**src/rtl/bp_update_gen_pkg.sv**
```systemverilog
// Frontend types shared by the branch-predictor update generator: core config,
// tournament predictor metadata and the update packet sent back to the BHT.
package bp_update_gen_pkg;

    typedef struct packed {
        int unsigned VLEN;
    } cva6_cfg_t;

    localparam int unsigned DEFAULT_VLEN = 32;
    localparam int unsigned GINDEX_W     = 8;
    localparam int unsigned LINDEX_W     = 6;

    localparam cva6_cfg_t cva6_cfg_empty = '{VLEN: DEFAULT_VLEN};

    typedef struct packed {
        logic [GINDEX_W-1:0] gindex;
        logic [LINDEX_W-1:0] lindex;
        logic                gbp_valid;
        logic                gbp_taken;
        logic                lbp_valid;
        logic                lbp_taken;
    } tour_metadata_t;

    typedef struct packed {
        logic                    valid;
        logic [DEFAULT_VLEN-1:0] pc;
        logic                    taken;
        tour_metadata_t          metadata;
    } bht_update_pkt_t;

endpackage

```
**src/rtl/bp_meta_fifo.sv**
```systemverilog
// Circular buffer of in-flight branch entries; occupancy kept in its own counter
// so full and empty never alias. Payload storage is deliberately not reset.
module bp_meta_fifo #(
    parameter int unsigned DEPTH = 8,
    parameter int unsigned WIDTH = 1
) (
    input  logic                         clk_i,
    input  logic                         rst_i,
    input  logic                         clear_i,
    input  logic                         push_i,
    input  logic                         pop_i,
    input  logic [WIDTH-1:0]             wdata_i,
    output logic [WIDTH-1:0]             head_o,
    output logic [$clog2(DEPTH+1)-1:0]   count_o
);
    localparam int unsigned PW = $clog2(DEPTH);
    localparam int unsigned CW = $clog2(DEPTH+1);

    logic [WIDTH-1:0] r_mem [DEPTH];
    logic [PW-1:0]    r_wptr;
    logic [PW-1:0]    r_rptr;
    logic [CW-1:0]    r_count;

    // Payload write
    always_ff @(posedge clk_i) begin
        if (push_i) begin
            r_mem[r_wptr] <= wdata_i;
        end
    end

    // Pointers wrap naturally because DEPTH is a power of two; clear beats push/pop
    always_ff @(posedge clk_i) begin
        if (rst_i || clear_i) begin
            r_wptr  <= '0;
            r_rptr  <= '0;
            r_count <= '0;
        end else begin
            if (push_i) begin
                r_wptr <= r_wptr + PW'(1);
            end
            if (pop_i) begin
                r_rptr <= r_rptr + PW'(1);
            end
            r_count <= r_count + CW'(push_i) - CW'(pop_i);
        end
    end

    assign head_o  = r_mem[r_rptr];
    assign count_o = r_count;

endmodule

```
**src/rtl/bp_update_gen.sv**
```systemverilog
// Pairs each resolved conditional branch with the metadata captured at prediction
// time and emits a one-cycle predictor update; desynchronisation parks in RESYNC.
module bp_update_gen
    import bp_update_gen_pkg::*;
#(
    parameter cva6_cfg_t CVA6Cfg       = bp_update_gen_pkg::cva6_cfg_empty,
    parameter type       bht_update_t  = bp_update_gen_pkg::bht_update_pkt_t,
    parameter type       bp_metadata_t = bp_update_gen_pkg::tour_metadata_t,
    parameter int unsigned DEPTH       = 8
) (
    input  logic                             clk_i,
    input  logic                             rst_i,
    input  logic                             flush_i,
    input  logic                             debug_mode_i,
    input  logic                             push_valid_i,
    output logic                             push_ready_o,
    input  logic [CVA6Cfg.VLEN-1:0]          push_pc_i,
    input  logic [$bits(bp_metadata_t)-1:0]  push_metadata_i,
    input  logic                             resolve_valid_i,
    input  logic [CVA6Cfg.VLEN-1:0]          resolve_pc_i,
    input  logic                             resolve_taken_i,
    output logic [$bits(bht_update_t)-1:0]   bht_update_o,
    output logic                             resync_o,
    output logic [$clog2(DEPTH+1)-1:0]       count_o
);
    localparam int unsigned CW = $clog2(DEPTH+1);

    typedef enum logic [0:0] {
        RUN    = 1'b0,
        RESYNC = 1'b1
    } state_e;

    typedef struct packed {
        logic [CVA6Cfg.VLEN-1:0] pc;
        bp_metadata_t            meta;
    } entry_t;

    state_e      r_state;
    state_e      w_state_next;
    entry_t      w_push_entry;
    entry_t      w_head;
    logic [CW-1:0] w_count;
    bht_update_t r_update;
    logic        w_push;
    logic        w_match;
    logic        w_mismatch;

    assign w_push_entry = '{pc: push_pc_i, meta: bp_metadata_t'(push_metadata_i)};

    // No pop bypass: a full FIFO refuses pushes even when the head resolves this cycle
    assign push_ready_o = (r_state == RUN) && (w_count < CW'(DEPTH)) && !flush_i;
    assign w_push       = push_valid_i && push_ready_o;
    assign w_match      = resolve_valid_i && (r_state == RUN) && (w_count != '0)
                          && (resolve_pc_i == w_head.pc);
    assign w_mismatch   = resolve_valid_i && (r_state == RUN) && !w_match;

    bp_meta_fifo #(
        .DEPTH (DEPTH),
        .WIDTH ($bits(entry_t))
    ) i_fifo (
        .clk_i   (clk_i),
        .rst_i   (rst_i),
        .clear_i (flush_i),
        .push_i  (w_push),
        .pop_i   (w_match),
        .wdata_i (w_push_entry),
        .head_o  (w_head),
        .count_o (w_count)
    );

    // Next-state: a flush always lands back in RUN with an empty FIFO
    always_comb begin
        w_state_next = r_state;
        case (r_state)
            RUN: begin
                if (w_mismatch && !flush_i) begin
                    w_state_next = RESYNC;
                end else begin
                    w_state_next = RUN;
                end
            end
            RESYNC: begin
                if (flush_i) begin
                    w_state_next = RUN;
                end else begin
                    w_state_next = RESYNC;
                end
            end
            default: w_state_next = RUN;
        endcase
    end

    // State register
    always_ff @(posedge clk_i) begin
        if (rst_i) begin
            r_state <= RUN;
        end else begin
            r_state <= w_state_next;
        end
    end

    // Update packet: valid pulses for one cycle, payload holds between updates
    always_ff @(posedge clk_i) begin
        if (rst_i) begin
            r_update <= '0;
        end else if (w_match) begin
            r_update.valid    <= !debug_mode_i;
            r_update.pc       <= w_head.pc;
            r_update.taken    <= resolve_taken_i;
            r_update.metadata <= w_head.meta;
        end else begin
            r_update.valid    <= 1'b0;
        end
    end

    assign bht_update_o = r_update;
    assign resync_o     = (r_state == RESYNC);
    assign count_o      = w_count;

endmodule

```
**config.mk**
```make
export PLATFORM = sky130hd
export DESIGN_NAME = bp_update_gen
export DESIGN_NICKNAME = d
export VERILOG_FILES = /design/src/rtl/bp_update_gen_pkg.sv /design/src/rtl/bp_meta_fifo.sv /design/src/rtl/bp_update_gen.sv
export SDC_FILE = /design/constraint.sdc
export NUM_CORES = 1
export LEC_CHECK = 0
export ABC_AREA = 1
export CORE_UTILIZATION = 48
export CTS_CLUSTER_DIAMETER = 30
export DETAILED_ROUTE_END_ITERATION = 8
export GPL_ROUTABILITY_DRIVEN = 0
export PLACE_DENSITY = 0.82
export SYNTH_ARGS = -nofsm -noshare
export SYNTH_HDL_FRONTEND = slang
export SYNTH_HIERARCHICAL = 1
export SYNTH_SLANG_ARGS = --single-unit
```
**constraint.sdc**
```tcl
create_clock -name clk_i -period 3.9 [get_ports clk_i]
set_clock_uncertainty 0.15 [all_clocks]
set_input_delay 0.78 -clock clk_i [delete_from_list [all_inputs] [get_ports clk_i]]
set_output_delay 0.78 -clock clk_i [all_outputs]
set_load 0.05 [all_outputs]
```
# ---- Yosys cells after proc, flatten, opt, wreduce, memory -nomap -nowiden
# Memories as Yosys holds them, arrays and structs flattened. A register that Yosys moved wholly into a read port is not among the register bits.
# Index checks and enable logic that the tools add are counted.
dict set report totals {
  reg_bits 63
  ram_bits 400
  inputBits 89
  output_inout_bits 58
  mem_count 1
}
# memory words width rd rd_clocked_by_memory_dff write_ports line_no
set memory_table {}
lappend memory_table {i_fifo.r_mem 8 50 1 1 1 bp_meta_fifo.sv:19} ;# logic [WIDTH-1:0] r_mem [DEPTH];
dict set report op_classes {
  n_addsub 4
  magnitude_cmp 1
  n_eq_ne 1
  mux 7
  n_bitwise 2
  reduce_logical 14
}
# cell count
set op_table {}
lappend op_table {{equality test 32 bit} 1}
lappend op_table {{logical AND 1 bit} 8}
lappend op_table {{adder 3 x 1 -> 3 bit, second input constant} 2}
lappend op_table {{2-to-1 mux 3 bit} 2}
lappend op_table {{adder 4 x 1 -> 4 bit} 1}
lappend op_table {{less-than comparator 4 bit, second input constant} 1}
lappend op_table {{2-to-1 mux 1 bit} 4}
lappend op_table {{nonzero test 4 bit} 1}
lappend op_table {{subtractor 4 x 1 -> 4 bit} 1}
lappend op_table {{logical NOT 1 bit} 3}
lappend op_table {{inverter 1 bit} 2}
lappend op_table {{case mux 1 bit (2 select lines)} 1}
lappend op_table {{OR reduction 2 bit} 1}
lappend op_table {{logical OR 1 bit} 1}

# ---- Logic depth before layout (Yosys ltp)
dict set report depth {
  word_depth 9
  mapped_depth 25
  depth_no_buf 22
}

# ---- By module
# The synthesis kept the hierarchy.
# mod instances cells_each area_per_inst_um2 seq_area_each_um2
set by_module_without_submodules {}
lappend by_module_without_submodules {bp_meta_fifo 1 1808 18213.7 12271.8}
lappend by_module_without_submodules {bp_update_gen 1 558 3221.8 1061.0}

# ---- Worst setup path before layout
# Ideal clock, no wire load.
dict set report synth_timing {
  path_kind {input port to flip-flop}
  from {input flush_i}
  to {memory i_fifo/r_mem[0][0] in the netlist's numbering, enable pin}
  setup_ns 0.458
  arrival_time_ns 4.670
  t_required_ns 3.292
  slack_ns -1.378
  stages 5
  n_path_buf 0
  path_cell_list {nor3_1 -> and2_1 -> inv_1 -> or2_2 -> nor2_1}
}
dict set report synth_between {
  elab_chain_len 5
}
# item line_no
set synth_rtl {}
lappend synth_rtl {{from (decl)} bp_update_gen.sv:13} ;# input logic flush_i,
lappend synth_rtl {{logical NOT 1 bit} bp_update_gen.sv:51} ;# assign push_ready_o = (r_state == RUN) && (w_count < CW'(DEPTH)) && !flush_i;
lappend synth_rtl {{logical AND 1 bit} bp_update_gen.sv:51}
lappend synth_rtl {{logical AND 1 bit} bp_update_gen.sv:52} ;# assign w_push = push_valid_i && push_ready_o;
lappend synth_rtl {{named net w_push} bp_update_gen.sv:44} ;# logic w_push;
lappend synth_rtl {{2-to-1 mux 1 bit} bp_meta_fifo.sv:26} ;# if (push_i) begin
lappend synth_rtl {{2-to-1 mux 1 bit (not written as such)} bp_meta_fifo.sv:27} ;# r_mem[r_wptr] <= wdata_i;
lappend synth_rtl {{to (decl)} bp_meta_fifo.sv:19}
# The timed path passes the listed nets, and every way through them passes these cells.

==> metrics.cfg <==
[route]
wirelength_mm = 57.06
drcViolationCount = 0
antenna_left = 0
drtIter0Drc = 1817
viasPerCell = 5.111
post_drt_wl_per_cell_um = 17.75
dr.pass1.iters = 6
num_vias = 16426

[setup_path]
crit_family = simple AND/OR/NAND/NOR gates
cp_max_fo = 100
critical_path_required_ns = 4.24
crit_path_end_kind = register
crit_path_max_incr_delay_ns = 0.41
crit_buf_inv = 4
crit_top_cell = nand2_1
crit_chain = buf_12 -> nand3_1 -> nand2_1 -> nand2_1 -> nand2_1 -> inv_2 -> nand2_2 -> nand2_1 -> nor2_1 -> nand3b_1 -> nor2_1 -> nand3_2 -> nor2_4 -> ha_1 -> inv_1 -> ha_1 -> inv_1 -> fa_1 -> o21ai_0 -> a21oi_1
rr_endpoint = i_fifo/count_o[2]$_SDFF_PP0_
crit_type = register to register
slowest_stage = buf_12
worstRegToRegCells = 20
start_kind = register
r2r_setup_slack_ns = 0.34
cp.arrival_ns = 3.90

[cts]
clkTransAtPathRegs_ns = 0.05
htreeDepth = 3
cts_tree = yes
cts-buffers-inserted = 89
post_cts_buffers = 0
post_cts_resized = 0
clk-insertion-delay-late_ns = 0.61
cts.path.max_buffers = 3
clock_sinks = 466
cts_hold_buf = 0
cts_root_buffer = clkbuf_16

[synth]
synthArstFlopShare = 0
seq_area_frac_synth = 0.6220
syn-num-nets = 2462
syn_inst = 2366
synth_area_um2 = 21440
dominantRegCellSynth = edfxtp_1
avgSynthCellArea_um2 = 9.060
ys_ff_latch = 466
synth_edf_count = 400
ys_types = 30
ys_warn_count = 6

[global_routing]
grt_max_degree = 101
grt_pass1_vias = 16330
antenna_found_initial = 5
grt_usage = 0.2532
grt_overflow = 0
grt_pass1_wl_mm = 86.71

[die]
rows = 77
dieArea_um2 = 45510
start_util = 0.4858
die_w_um = 213.3
io_pins = 147
die_height_um = 213.3
core_area_um2 = 44120

[finish]
layout_common_cells = 826 x nand2_1, 499 x inv_1, 400 x edfxtp_1, 262 x nand3_1, 146 x clkdlybuf4s50_1
drive_gt1_frac = 0.08858
syn_to_final_growth_pct = 24.10
mostFrequentLayoutCell = nand2_1
fin_area_um2 = 26600
layout.nets = 2639

[placement]
placed_cell_area_um2 = 23450
dp_hpwl_mm = 32.80
io_buffer_count = 146

[timing]
finalCritPeriodShare = 0.9131
worst_slew_pin_slew_ns = 0.9578
fmaxAchievable_mhz = 280.8
fin_tns_setup_ns = 0
report.final.setup_viol = 0
hold_viol_final = 0
finalCriticalPeriod_ns = 3.561
maxSlewHeadroom = 0.3605
finalMaxSlewViolations = 0
grt_setup_unrepaired = false

[worst_hold_path]
min_to = bht_update_o[5]$_SDFFE_PP0P_
hp-class = register to register
min_path_cells = 2
min_from = bht_update_o[5]$_SDFFE_PP0P_

[run]
maxCapViolCount = 0

[power_and_ir_drop]
cellLeakagePower_uw = 0.01204
ir_worst_vdd_mv = 0.3778
power.density_nw_per_um2 = 516.8

[status]
status = complete, no violations

==> power by group <==
group          switching, µW  internal, µW
Clock                   2610          5260
Sequential              10.5          5450
Combinational            261           152
Total                   2880         10900
==> how the worst max path moves through the flow <==
stage,start,endpoint,cells past startpoint
6_report,register,i_fifo/count_o[2]$_SDFF_PP0_,20
3_3_place_gp,resolve_pc_i[4],i_fifo/count_o[2]$_SDFF_PP0_,13
4_1_cts,register,i_fifo/count_o[2]$_SDFF_PP0_,19
5_1_grt,register,i_fifo/count_o[2]$_SDFF_PP0_,18
2_1_floorplan,flush_i,i_fifo/r_mem[3][0]$_DFFE_PP_,4
3_5_place_dp,resolve_pc_i[10],i_fifo/count_o[2]$_SDFF_PP0_,13
==> final cells by class <==
class,instances,area [µm²]
Inverter,511,1924
Timing Repair Buffer,182,1982
Clock inverter,60,703.2
Tap cell,592,740.7
Clock buffer,107,2430
Fill cell,3410,17520
Antenna cell,3,7.507
Multi-Input combinational cell,1293,5472
Sequential cell,466,13340
==> cells in the mapped netlist (2+ instances only) <==
library cell,instances,area [µm²]
nand2_1,826,3100
inv_1,501,1881
edfxtp_1,400,12010
nand3_1,262,1311
nor2_1,154,578.1
dfxtp_1,66,1321
buf_6,54,608.1
buf_2,28,140.1
buf_1,10,37.54
inv_2,9,33.78
a21oi_1,8,40.04
ha_1,6,75.07
o21ai_0,5,25.02
xnor2_1,5,43.79
clkbuf_1,4,15.01
nand3b_1,4,30.03
or2_2,4,25.02
nand2_2,3,18.77
nand3_2,2,20.02
nand4_1,2,12.51
nor2_4,2,22.52
nor3_1,2,10.01
nor3_2,2,20.02
==> cells by family (layout without fill, tap and decap cells) <==
group                      count (synthesis)  in the layout  share of synthesized area
xor gates and xnor gates                   5              5                   0.002043
adders and majority gates                  7              7                   0.004436
AOI/OAI and AO/OA                         15             15                   0.003619
buffers and inverters                    607            860                     0.1268
and+or+nand+nor                         1266           1266                     0.2411
DFF                                      466            466                     0.6220
other                                      0              3                          0
==> per-stage QoR <==
| step | utilization | power [µW] | hold WS, ns | worst slack [ns] | instances |
|---|---|---|---|---|---|
| 5_1_grt | 0.6028 | 14090 | 0.3556 | 0.1400 | 3213 |
| 3_3_place_gp | 0.5313 | 5937 | 0.3154 | 0.3059 | 3044 |
| 4_1_cts | 0.6023 | 13810 | 0.3378 | 0.2505 | 3211 |
| 6_report | 0.6028 | 13750 | 0.3346 | 0.3391 | 3214 |
| 2_1_floorplan | - | 5726 | 0.3197 | 0.1753 | 2366 |
| 3_5_place_dp | 0.5313 | 5952 | 0.3281 | 0.3239 | 3044 |
==> metal layers <==
metal  global-route usage  up-vias  share of wire
li1                     -     7664              -
met1               0.3130     7626           0.38
met2               0.4155      942           0.48
met3              0.05310      188           0.10
met4               0.1397        6          0.041
met5                    0        -        0.00063
==> registers in the layout (all words and copies together) (netlist names), named ones only <==
name / flops
resync_o: 1
i_fifo/r_mem: 400
bht_update_o: 52
i_fifo/r_wptr: 3
i_fifo/r_rptr: 3
i_fifo/count_o: 4
==> worst min-delay path, stage by stage, from the launching register on <==
cell and delay [ns]:
dfxtp_1 0.32, nor2_1 0.05, nor2_1 0.08
Power figures use the tool's default switching activity.
